<file path="src/rtl/change_pkg.sv">
// Shared types, coin codes and helpers for the change dispenser.
package change_pkg;

  typedef logic [2:0] coin_t;
  typedef logic [1:0] count_t;

  localparam coin_t COIN_NONE = 3'b000;
  localparam coin_t COIN_PENT = 3'b100;
  localparam coin_t COIN_TRI  = 3'b010;
  localparam coin_t COIN_CIRC = 3'b001;

  typedef enum logic [2:0] {
    IDLE,
    EJECT1,
    EJECT2,
    DONE,
    JAM
  } disp_state_t;

  // A slot code is legal when empty or exactly one coin type.
  function automatic logic coin_legal(input coin_t c);
    return (c == COIN_NONE) || (c == COIN_PENT) || (c == COIN_TRI) || (c == COIN_CIRC);
  endfunction

  function automatic count_t coin_count(input coin_t c, input count_t p, input count_t t,
                                        input count_t ci);
    if (c == COIN_PENT) return p;
    if (c == COIN_TRI)  return t;
    if (c == COIN_CIRC) return ci;
    return '0;
  endfunction

endpackage

</file>
<file path="src/rtl/coin_bin.sv">
// One coin type's inventory: saturating 2-bit count with decrement and restock.
module coin_bin
  import change_pkg::*;
#(
  parameter int unsigned InitCount = 2
) (
  input  logic   clk_i,
  input  logic   rst_ni,
  input  logic   dec_i,
  input  logic   inc_en_i,
  input  count_t inc_amt_i,
  output count_t count_o,
  output logic   is_zero_o
);

  count_t     count_q, count_d;
  logic [2:0] sum;

  always_comb begin
    sum     = {1'b0, count_q} + {1'b0, inc_amt_i};
    count_d = count_q;
    if (dec_i && (count_q != 2'd0)) begin
      count_d = count_q - 2'd1;
    end else if (inc_en_i) begin
      count_d = (sum > 3'd3) ? 2'd3 : sum[1:0];
    end
  end

  always_ff @(posedge clk_i) begin
    if (!rst_ni) begin
      count_q <= count_t'(InitCount);
    end else begin
      count_q <= count_d;
    end
  end

  assign count_o   = count_q;
  assign is_zero_o = (count_q == 2'd0);

endmodule

</file>
<file path="src/rtl/change_dispenser.sv">
// Latches the change maker's two-coin decision, ejects the coins over valid/ready,
// and owns the coin inventory with jam detection and restocking.
module change_dispenser
  import change_pkg::*;
#(
  parameter int unsigned TIMEOUT    = 15,
  parameter int unsigned INIT_COUNT = 2
) (
  input  logic       clock,
  input  logic       reset_L,
  input  logic       Start,
  input  logic [2:0] FirstCoin,
  input  logic [2:0] SecondCoin,
  input  logic       Restock,
  input  logic [1:0] RestockP,
  input  logic [1:0] RestockT,
  input  logic [1:0] RestockC,
  input  logic       ClearJam,
  input  logic       EjectReady,
  output logic       EjectValid,
  output logic [2:0] EjectCoin,
  output logic [1:0] Pentagons,
  output logic [1:0] Triangles,
  output logic [1:0] Circles,
  output logic       Busy,
  output logic       Done,
  output logic       CoinError,
  output logic       ShortChange,
  output logic       Jam
);

  localparam logic [7:0] TimeoutLast = 8'(TIMEOUT - 1);

  disp_state_t state_q;
  coin_t       slot1_q, slot2_q, eject_coin_q;
  logic        eject_valid_q, busy_q, done_q, coin_error_q, short_change_q, jam_q;
  logic [7:0]  timer_q;

  count_t pent_cnt, tri_cnt, circ_cnt;
  logic   pent_zero, tri_zero, circ_zero;

  logic   handshake, restock_en, start_ok, first_short, first_active;
  coin_t  dec_vec, zero_vec;
  count_t slot2_inv;
  logic   slot2_active, slot2_short;

  always_comb begin
    handshake    = eject_valid_q & EjectReady;
    dec_vec      = handshake ? eject_coin_q : COIN_NONE;
    restock_en   = (state_q == IDLE) & Restock & ~Start;
    zero_vec     = {pent_zero, tri_zero, circ_zero};
    start_ok     = coin_legal(FirstCoin) & coin_legal(SecondCoin);
    first_short  = |(FirstCoin & zero_vec);
    first_active = (FirstCoin != COIN_NONE) & ~first_short;
    // Second slot must see the count after a same-type first coin leaves this edge.
    slot2_inv    = coin_count(slot2_q, pent_cnt, tri_cnt, circ_cnt);
    if ((state_q == EJECT1) && handshake && (slot1_q == slot2_q)) begin
      slot2_inv = slot2_inv - 2'd1;
    end
    slot2_active = (slot2_q != COIN_NONE) & (slot2_inv != 2'd0);
    slot2_short  = (slot2_q != COIN_NONE) & (slot2_inv == 2'd0);
  end

  coin_bin #(.InitCount(INIT_COUNT)) u_pent_bin (
    .clk_i    (clock),
    .rst_ni   (reset_L),
    .dec_i    (dec_vec[2]),
    .inc_en_i (restock_en),
    .inc_amt_i(RestockP),
    .count_o  (pent_cnt),
    .is_zero_o(pent_zero)
  );

  coin_bin #(.InitCount(INIT_COUNT)) u_tri_bin (
    .clk_i    (clock),
    .rst_ni   (reset_L),
    .dec_i    (dec_vec[1]),
    .inc_en_i (restock_en),
    .inc_amt_i(RestockT),
    .count_o  (tri_cnt),
    .is_zero_o(tri_zero)
  );

  coin_bin #(.InitCount(INIT_COUNT)) u_circ_bin (
    .clk_i    (clock),
    .rst_ni   (reset_L),
    .dec_i    (dec_vec[0]),
    .inc_en_i (restock_en),
    .inc_amt_i(RestockC),
    .count_o  (circ_cnt),
    .is_zero_o(circ_zero)
  );

  always_ff @(posedge clock) begin
    if (!reset_L) begin
      state_q        <= IDLE;
      slot1_q        <= COIN_NONE;
      slot2_q        <= COIN_NONE;
      eject_coin_q   <= COIN_NONE;
      eject_valid_q  <= 1'b0;
      busy_q         <= 1'b0;
      done_q         <= 1'b0;
      coin_error_q   <= 1'b0;
      short_change_q <= 1'b0;
      jam_q          <= 1'b0;
      timer_q        <= '0;
    end else begin
      done_q <= 1'b0;
      unique case (state_q)
        IDLE: begin
          if (Start) begin
            slot1_q        <= FirstCoin;
            slot2_q        <= SecondCoin;
            coin_error_q   <= ~start_ok;
            short_change_q <= start_ok & first_short;
            busy_q         <= 1'b1;
            timer_q        <= '0;
            if (!start_ok) begin
              state_q <= DONE;
              done_q  <= 1'b1;
            end else begin
              state_q       <= EJECT1;
              eject_valid_q <= first_active;
              eject_coin_q  <= first_active ? FirstCoin : COIN_NONE;
            end
          end
        end
        EJECT1: begin
          if (!eject_valid_q || handshake) begin
            timer_q <= '0;
            if (slot2_active) begin
              state_q       <= EJECT2;
              eject_valid_q <= 1'b1;
              eject_coin_q  <= slot2_q;
            end else begin
              // An empty or unstockable second slot finishes straight away.
              state_q        <= DONE;
              done_q         <= 1'b1;
              eject_valid_q  <= 1'b0;
              eject_coin_q   <= COIN_NONE;
              short_change_q <= short_change_q | slot2_short;
            end
          end else if (timer_q == TimeoutLast) begin
            state_q       <= JAM;
            jam_q         <= 1'b1;
            eject_valid_q <= 1'b0;
            eject_coin_q  <= COIN_NONE;
          end else begin
            timer_q <= timer_q + 8'd1;
          end
        end
        EJECT2: begin
          if (!eject_valid_q || handshake) begin
            state_q       <= DONE;
            done_q        <= 1'b1;
            eject_valid_q <= 1'b0;
            eject_coin_q  <= COIN_NONE;
          end else if (timer_q == TimeoutLast) begin
            state_q       <= JAM;
            jam_q         <= 1'b1;
            eject_valid_q <= 1'b0;
            eject_coin_q  <= COIN_NONE;
          end else begin
            timer_q <= timer_q + 8'd1;
          end
        end
        DONE: begin
          state_q <= IDLE;
          busy_q  <= 1'b0;
        end
        JAM: begin
          if (ClearJam) begin
            state_q <= IDLE;
            busy_q  <= 1'b0;
            jam_q   <= 1'b0;
          end
        end
        default: begin
          state_q       <= IDLE;
          busy_q        <= 1'b0;
          jam_q         <= 1'b0;
          eject_valid_q <= 1'b0;
          eject_coin_q  <= COIN_NONE;
        end
      endcase
    end
  end

  assign EjectValid  = eject_valid_q;
  assign EjectCoin   = eject_coin_q;
  assign Pentagons   = pent_cnt;
  assign Triangles   = tri_cnt;
  assign Circles     = circ_cnt;
  assign Busy        = busy_q;
  assign Done        = done_q;
  assign CoinError   = coin_error_q;
  assign ShortChange = short_change_q;
  assign Jam         = jam_q;

endmodule
</file>
<file path="config.mk">
export PLATFORM = sky130hd
export DESIGN_NAME = change_dispenser
export DESIGN_NICKNAME = d
export VERILOG_FILES = /design/src/rtl/change_pkg.sv /design/src/rtl/coin_bin.sv /design/src/rtl/change_dispenser.sv
export SDC_FILE = /design/constraint.sdc
export NUM_CORES = 1
export LEC_CHECK = 0
export CORE_ASPECT_RATIO = 0.7
export CORE_MARGIN = 2
export CORE_UTILIZATION = 53
export CTS_CLUSTER_SIZE = 30
export DETAILED_ROUTE_END_ITERATION = 8
export PLACE_DENSITY = 0.84
export RECOVER_POWER = 25
export SLEW_MARGIN = 20
export SYNTH_ARGS = -nofsm -noshare
export SYNTH_HDL_FRONTEND = slang
export SYNTH_SLANG_ARGS = --single-unit
</file>
<file path="constraint.sdc">
create_clock -name clock -period 2.2 [get_ports clock]
set_input_delay 0.44 -clock clock [delete_from_list [all_inputs] [get_ports clock]]
set_output_delay 0.44 -clock clock [all_outputs]
set_load 0.02 [all_outputs]
</file>
# == Word level (Yosys, flattened, before mapping) ==
# Index checks and enable logic that the tools add are counted.
# totals
memories,0
latchBits,0
wordCells,173
out_inout_bits,15
mem_bits_rw,0
ff_bits,32
rom_bits,0
# op_classes
div_mod_pow,0
n_shift,0
order_cmp,3
reduce_logical,42
n_mul,0
n_eq_ne,23
mux,67
n_bitwise,16
n_addsub,8
# op_table
operator,n
$mux 3,13
$mux 2,17
$mux 8,4
$mux 1,25
$pmux 3 s4,2
$pmux 8 s3,1
$reduce_bool 2->1,8
$eq 3x2->1 const B,5
$eq 3x1->1 const B,4
$eq 3x3->1 const B,4
$ne 2x2->1 const B,6
$add 2x2->3,3
$gt 3x2->1 const B,3
$logic_not 3->1,3
$pmux 1 s3,3
$reduce_and 3->1,3
$reduce_bool 3->1,3
$add 8x1->8 const B,1
$and 1x1->1,8
$eq 8x4->1 const B,1
$logic_not 2->1,4
$reduce_and 4->1,2
$sub 2x1->2 const B,4
$logic_or 1x1->1,7
12 further kinds,25

# == Logic depth before layout (Yosys ltp) ==
# logic_depth
word_depth,16
depth_mapped,7

# == Hierarchy ==
# From an unflattened synthesis, not the netlist that was laid out.
# unflattened
hier_cells,253
hier_area_um2,2094.5
# by_module_without_submodules
module,cells_per_inst,area_per_inst_um2,instances
change_dispenser,205,1640.3,1
coin_bin,16,151.4,3

# == Worst setup path before layout ==
# Ideal clock, no wire load.
# synth_path
path_kind,register -> register
from,"reg eject_valid_q, in the netlist EjectValid"
to,"reg eject_coin_q[0], in the netlist EjectCoin[0]"
synth_period_minus_slack_ps,1800
setup_slack_ps,400
stages_incl_launch_ff,7
t_required_ps,2077
arrival_time_ps,1677
setup_ps,123
cell_sequence,dfxtp_1 -> nand2_1 -> nor4_4 -> xnor2_1 -> o211a_1 -> a222oi_1 -> inv_1
# synth_between
elab_chain_cells,9
# synth_rtl
item,line,text
from (decl),change_dispenser.sv:36,"logic eject_valid_q, busy_q, done_q, coin_error_q, short_change_q, jam_q;"
from (signal assigned),change_dispenser.sv:123,eject_valid_q <= first_active;
$and 1x1->1,change_dispenser.sv:48,handshake = eject_valid_q & EjectReady;
$logic_and 1x1->1 (2 in series),change_dispenser.sv:57,if ((state_q == EJECT1) && handshake && (slot1_q == slot2_q)) begin
$mux 2,change_dispenser.sv:57,
$reduce_bool 2->1,change_dispenser.sv:60,slot2_active = (slot2_q != COIN_NONE) & (slot2_inv != 2'd0);
$and 1x1->1,change_dispenser.sv:60,
$mux 3,change_dispenser.sv:131,if (slot2_active) begin
$mux 3,change_dispenser.sv:129,if (!eject_valid_q || handshake) begin
$pmux 3 s4 *,change_dispenser.sv:109,unique case (state_q)
to (signal assigned),change_dispenser.sv:124,eject_coin_q <= first_active ? FirstCoin : COIN_NONE;
to (signal assigned),change_dispenser.sv:134,eject_coin_q <= slot2_q;
to (decl),change_dispenser.sv:35,"coin_t slot1_q, slot2_q, eject_coin_q;"
# Mark *: on every way between the ends. The rest lies on a longest branch, timed or not.
# A chain may end at the register's enable or synchronous reset.

# == Final worst setup path ==
# layout_path
from,reg slot2_q[2]
to,"reg eject_coin_q[1], in the netlist EjectCoin[1]"
# layout_between
elab_chain_cells,14
# layout_rtl
item,line,text
from (decl),change_dispenser.sv:35,
from (signal assigned),change_dispenser.sv:113,slot2_q <= SecondCoin;
$eq 3x1->1,change_pkg.sv:29,if (c == COIN_CIRC) return ci;
$mux 1 (2 in series),change_pkg.sv:29,
$mux 1,change_pkg.sv:28,if (c == COIN_TRI) return t;
$mux 2,change_pkg.sv:30,return '0;
$mux 2,change_pkg.sv:29,
$mux 2,change_pkg.sv:28,
$sub 2x1->2,change_dispenser.sv:58,slot2_inv = slot2_inv - 2'd1;
$mux 2,change_dispenser.sv:57,
$reduce_bool 2->1,change_dispenser.sv:60,
$and 1x1->1 *,change_dispenser.sv:60,
$mux 3 *,change_dispenser.sv:131,
$mux 3 *,change_dispenser.sv:129,
$pmux 3 s4 *,change_dispenser.sv:109,
# Mark *: on every way between the ends. The rest lies on a longest branch, timed or not. The select of a mux whose other input is x is not followed.

==> summary.txt <==
Post-Synthesis Cells - 250
Slew headroom - 0.678
Final min period - 2.06 ns
final WL - 5080 um
Max-cap violations - 0
Seq/Total Area, Yosys - 0.312
TritonCTS clock tree - built
total CTS buffers - 5
post-route DRC violation count - 0
WL/cell - 14.8 um
Reg clk slew, reported paths - 0.07 ns
crit path cell chain - and4bb_2 > nor3_4 > xnor2_1 > o211a_1 > a222oi_1 > inv_1
worst-margin pin slew - 0.483 ns
RePlAce Congestion - 0.915
Leak - 0.00104 uW
WS Path Type - reg -> reg
core area - 0.00363 mm^2
Power Total - 1780 uW
drt via density - 5.82
Detailed Place HPWL - 3830 um
status - finished, final reports clean
share of cells above drive strength 1 - 0.103
Synth Register Bits - 32
skew final - 0.00591 ns
# diodes - 0
PD cells - 690 mW/mm^2
Initial Util - 0.567
Post-Syn Area per Cell - 8.22 um^2
HP Class - reg -> reg
grt total ovfl - 0
CTS max path bufs - 2
First-pass DRT Iterations - 6
Multi-input gate area - 0.00127 mm^2
prevailing post-synth register cell - dfxtp_1
initial antenna violation count - 0
antenna violation net count after detailed routing - 0
Syn Nets - 279
Clk Latency, worst-skew pair - 0.29 ns
Synth Cell Area - 0.00205 mm^2
crit-path leading delay family - compound AO/OA/AOI/OAI gates
vias - 1990
Filler cells - 289
Root Buffer - clkbuf_8
Post-synth EDFFs - 0
fin crit share - 0.934
Final nets - 320
CP bufs+invs - 1
# hold bufs at CTS - 0
CTS Sinks - 32
CTS H-tree lvls - 2
Die Span Y - 56.1 um
distinct cell type count after synthesis - 54
Die Wd - 78.4 um
final hold violations - 0
PortBufs - 32
RSZ-0062 raised after global routing - no
fin. max-slew vios - 0
gr usage total - 0.239
critical path required time - 2.37 ns
crit-path max FO - 11
Register Area - 641 um^2
PostCTS Resize Cnt - 0
max incr delay on CP - 0.58 ns
Die ar. - 0.00440 mm^2
area grow syn2layout - 25.7%
Critical Path End Type - flip-flop
WP data arrival - 2.23 ns
Achievable Freq - 487 MHz
Crit-path slowest cell - dfxtp_1
Post-CTS Setup Bufs - 0
vias in the first global route - 1796
fin cells - 342
Worst Setup Start Kind - flip-flop
first-pass GRT wire length - 8340 um
row count - 18
Setup violations, final - 0
Detailed Route Iter0 Violations - 277
warning count from the yosys run - 0
ys async rst share - 0
I/O pins - 33
Placed Cells - 334
peak supply drop - 0.577 mV
pin count of the biggest net entering global routing - 14
[cell usage after synthesis, drive strengths merged (2+ instances only)]
cell / number / area share
nor2: 13 / 0.024
or3: 2 / 0.0061
nor3b: 2 / 0.0073
a222oi: 4 / 0.019
xnor2: 3 / 0.013
nor3: 5 / 0.018
dfxtp: 32 / 0.31
nand3: 13 / 0.032
ha: 8 / 0.049
a21oi: 11 / 0.029
inv: 18 / 0.033
o22ai: 3 / 0.0091
and2: 4 / 0.012
o211ai: 6 / 0.022
nand2: 34 / 0.062
nand4b: 3 / 0.013
xor2: 5 / 0.021
o21a: 4 / 0.015
buf: 5 / 0.021
o21ai: 20 / 0.049
nor4: 2 / 0.013
nand2b: 6 / 0.018
fa: 3 / 0.029
clkbuf: 6 / 0.016
and3: 2 / 0.0061
a21boi: 9 / 0.033
nor2b: 3 / 0.0091
o21bai: 2 / 0.0073
and4bb: 3 / 0.018
[layout make-up]
cell class	instances	share of cell area
clock inverters	1	0.0116
repair buffers	45	0.160
flip-flops and latches	32	0.248
well taps	50	0.0242
clock buffers	7	0.0373
inverters	18	0.0262
multi-input cells	189	0.492
[registers in the layout, indices dropped and copies added (netlist names)]
name,cells
Jam,1
slot2_q,3
u_circ_bin.count_o,2
CoinError,1
ShortChange,1
u_pent_bin.count_o,2
EjectValid,1
Busy,1
Done,1
u_tri_bin.count_o,2
state_q,3
timer_q,8
slot1_q,3
EjectCoin,3
[final timing paths]
kind | to | from | slack [ns] | cells after the start
worst max-delay path | EjectCoin[1] | slot2_q[2] | 0.14 | 6
worst min-delay path | slot1_q[1] | slot1_q[1] | 0.49 | 2
worst max register to register | EjectCoin[1] | slot2_q[2] | 0.14 | 6
worst min register to register | slot1_q[1] | slot1_q[1] | 0.49 | 2
[placed cells by master (no fill, tap or decap), types with 2 or more instances in the layout]
cell	instances
nand2_1	34
dfxtp_1	32
clkdlybuf4s50_1	29
o21ai_0	20
inv_1	18
nor2_1	13
nand3_1	13
buf_4	12
a21oi_1	10
a21boi_0	9
ha_1	8
clkbuf_8	7
nand2b_1	6
o211ai_1	6
xor2_1	5
nor3_1	4
o21a_1	4
a222oi_1	4
nand4b_1	3
and4bb_2	3
xnor2_1	3
nor2b_1	3
and2_1	3
o22ai_1	3
fa_1	3
dlygate4sd3_1	3
o21bai_1	2
and3_1	2
or3_1	2
nor3b_1	2
[power by group]
group / switching [uW] / internal, uW / total [uW] / leakage [uW]
logic: 257 / 225 / 481 / 0.000718
clock network: 220 / 399 / 619 / 0.0000645
registers: 54.5 / 626 / 681 / 0.000261
[cell families after synthesis]
logic type | after synthesis | synth area share
xor gates and xnor gates | 8 | 0.0341
AOI/OAI and AO/OA | 73 | 0.246
DFF | 32 | 0.312
adders and majority gates | 11 | 0.0780
buffers and inverters | 29 | 0.0694
and+or+nand+nor | 97 | 0.261
[per-stage QoR]
stage / setup slack, ns / utilization / TNS, ns / cell area, um^2 / hold WS (ns)
2_1_floorplan: 0.400 / - / 0 / 2050 / 0.455
3_3_place_gp: 0.0286 / 0.678 / 0 / 2460 / 0.463
3_5_place_dp: -0.0707 / 0.678 / -0.143 / 2460 / 0.471
4_1_cts: 0.174 / 0.713 / 0 / 2590 / 0.480
5_1_grt: 0.0666 / 0.712 / 0 / 2580 / 0.524
6_report: 0.145 / 0.712 / 0 / 2580 / 0.487
[layer usage]
layer / GRT usage / part of all wire / vias to the layer above
met2: 0.350 / 0.40 / 76
met5: 0 / 0 / -
met4: 0.0677 / 0.011 / 0
li1: - / - / 985
met3: 0.0519 / 0.070 / 6
met1: 0.350 / 0.52 / 923
[worst min-delay path: cells and delay by family (launching register included)]
family | cells | cell delay (ns)
flops | 1 | 0.32
simple gates | 1 | 0.05
compound gates | 1 | 0.06
Power figures use the tool's default switching activity.
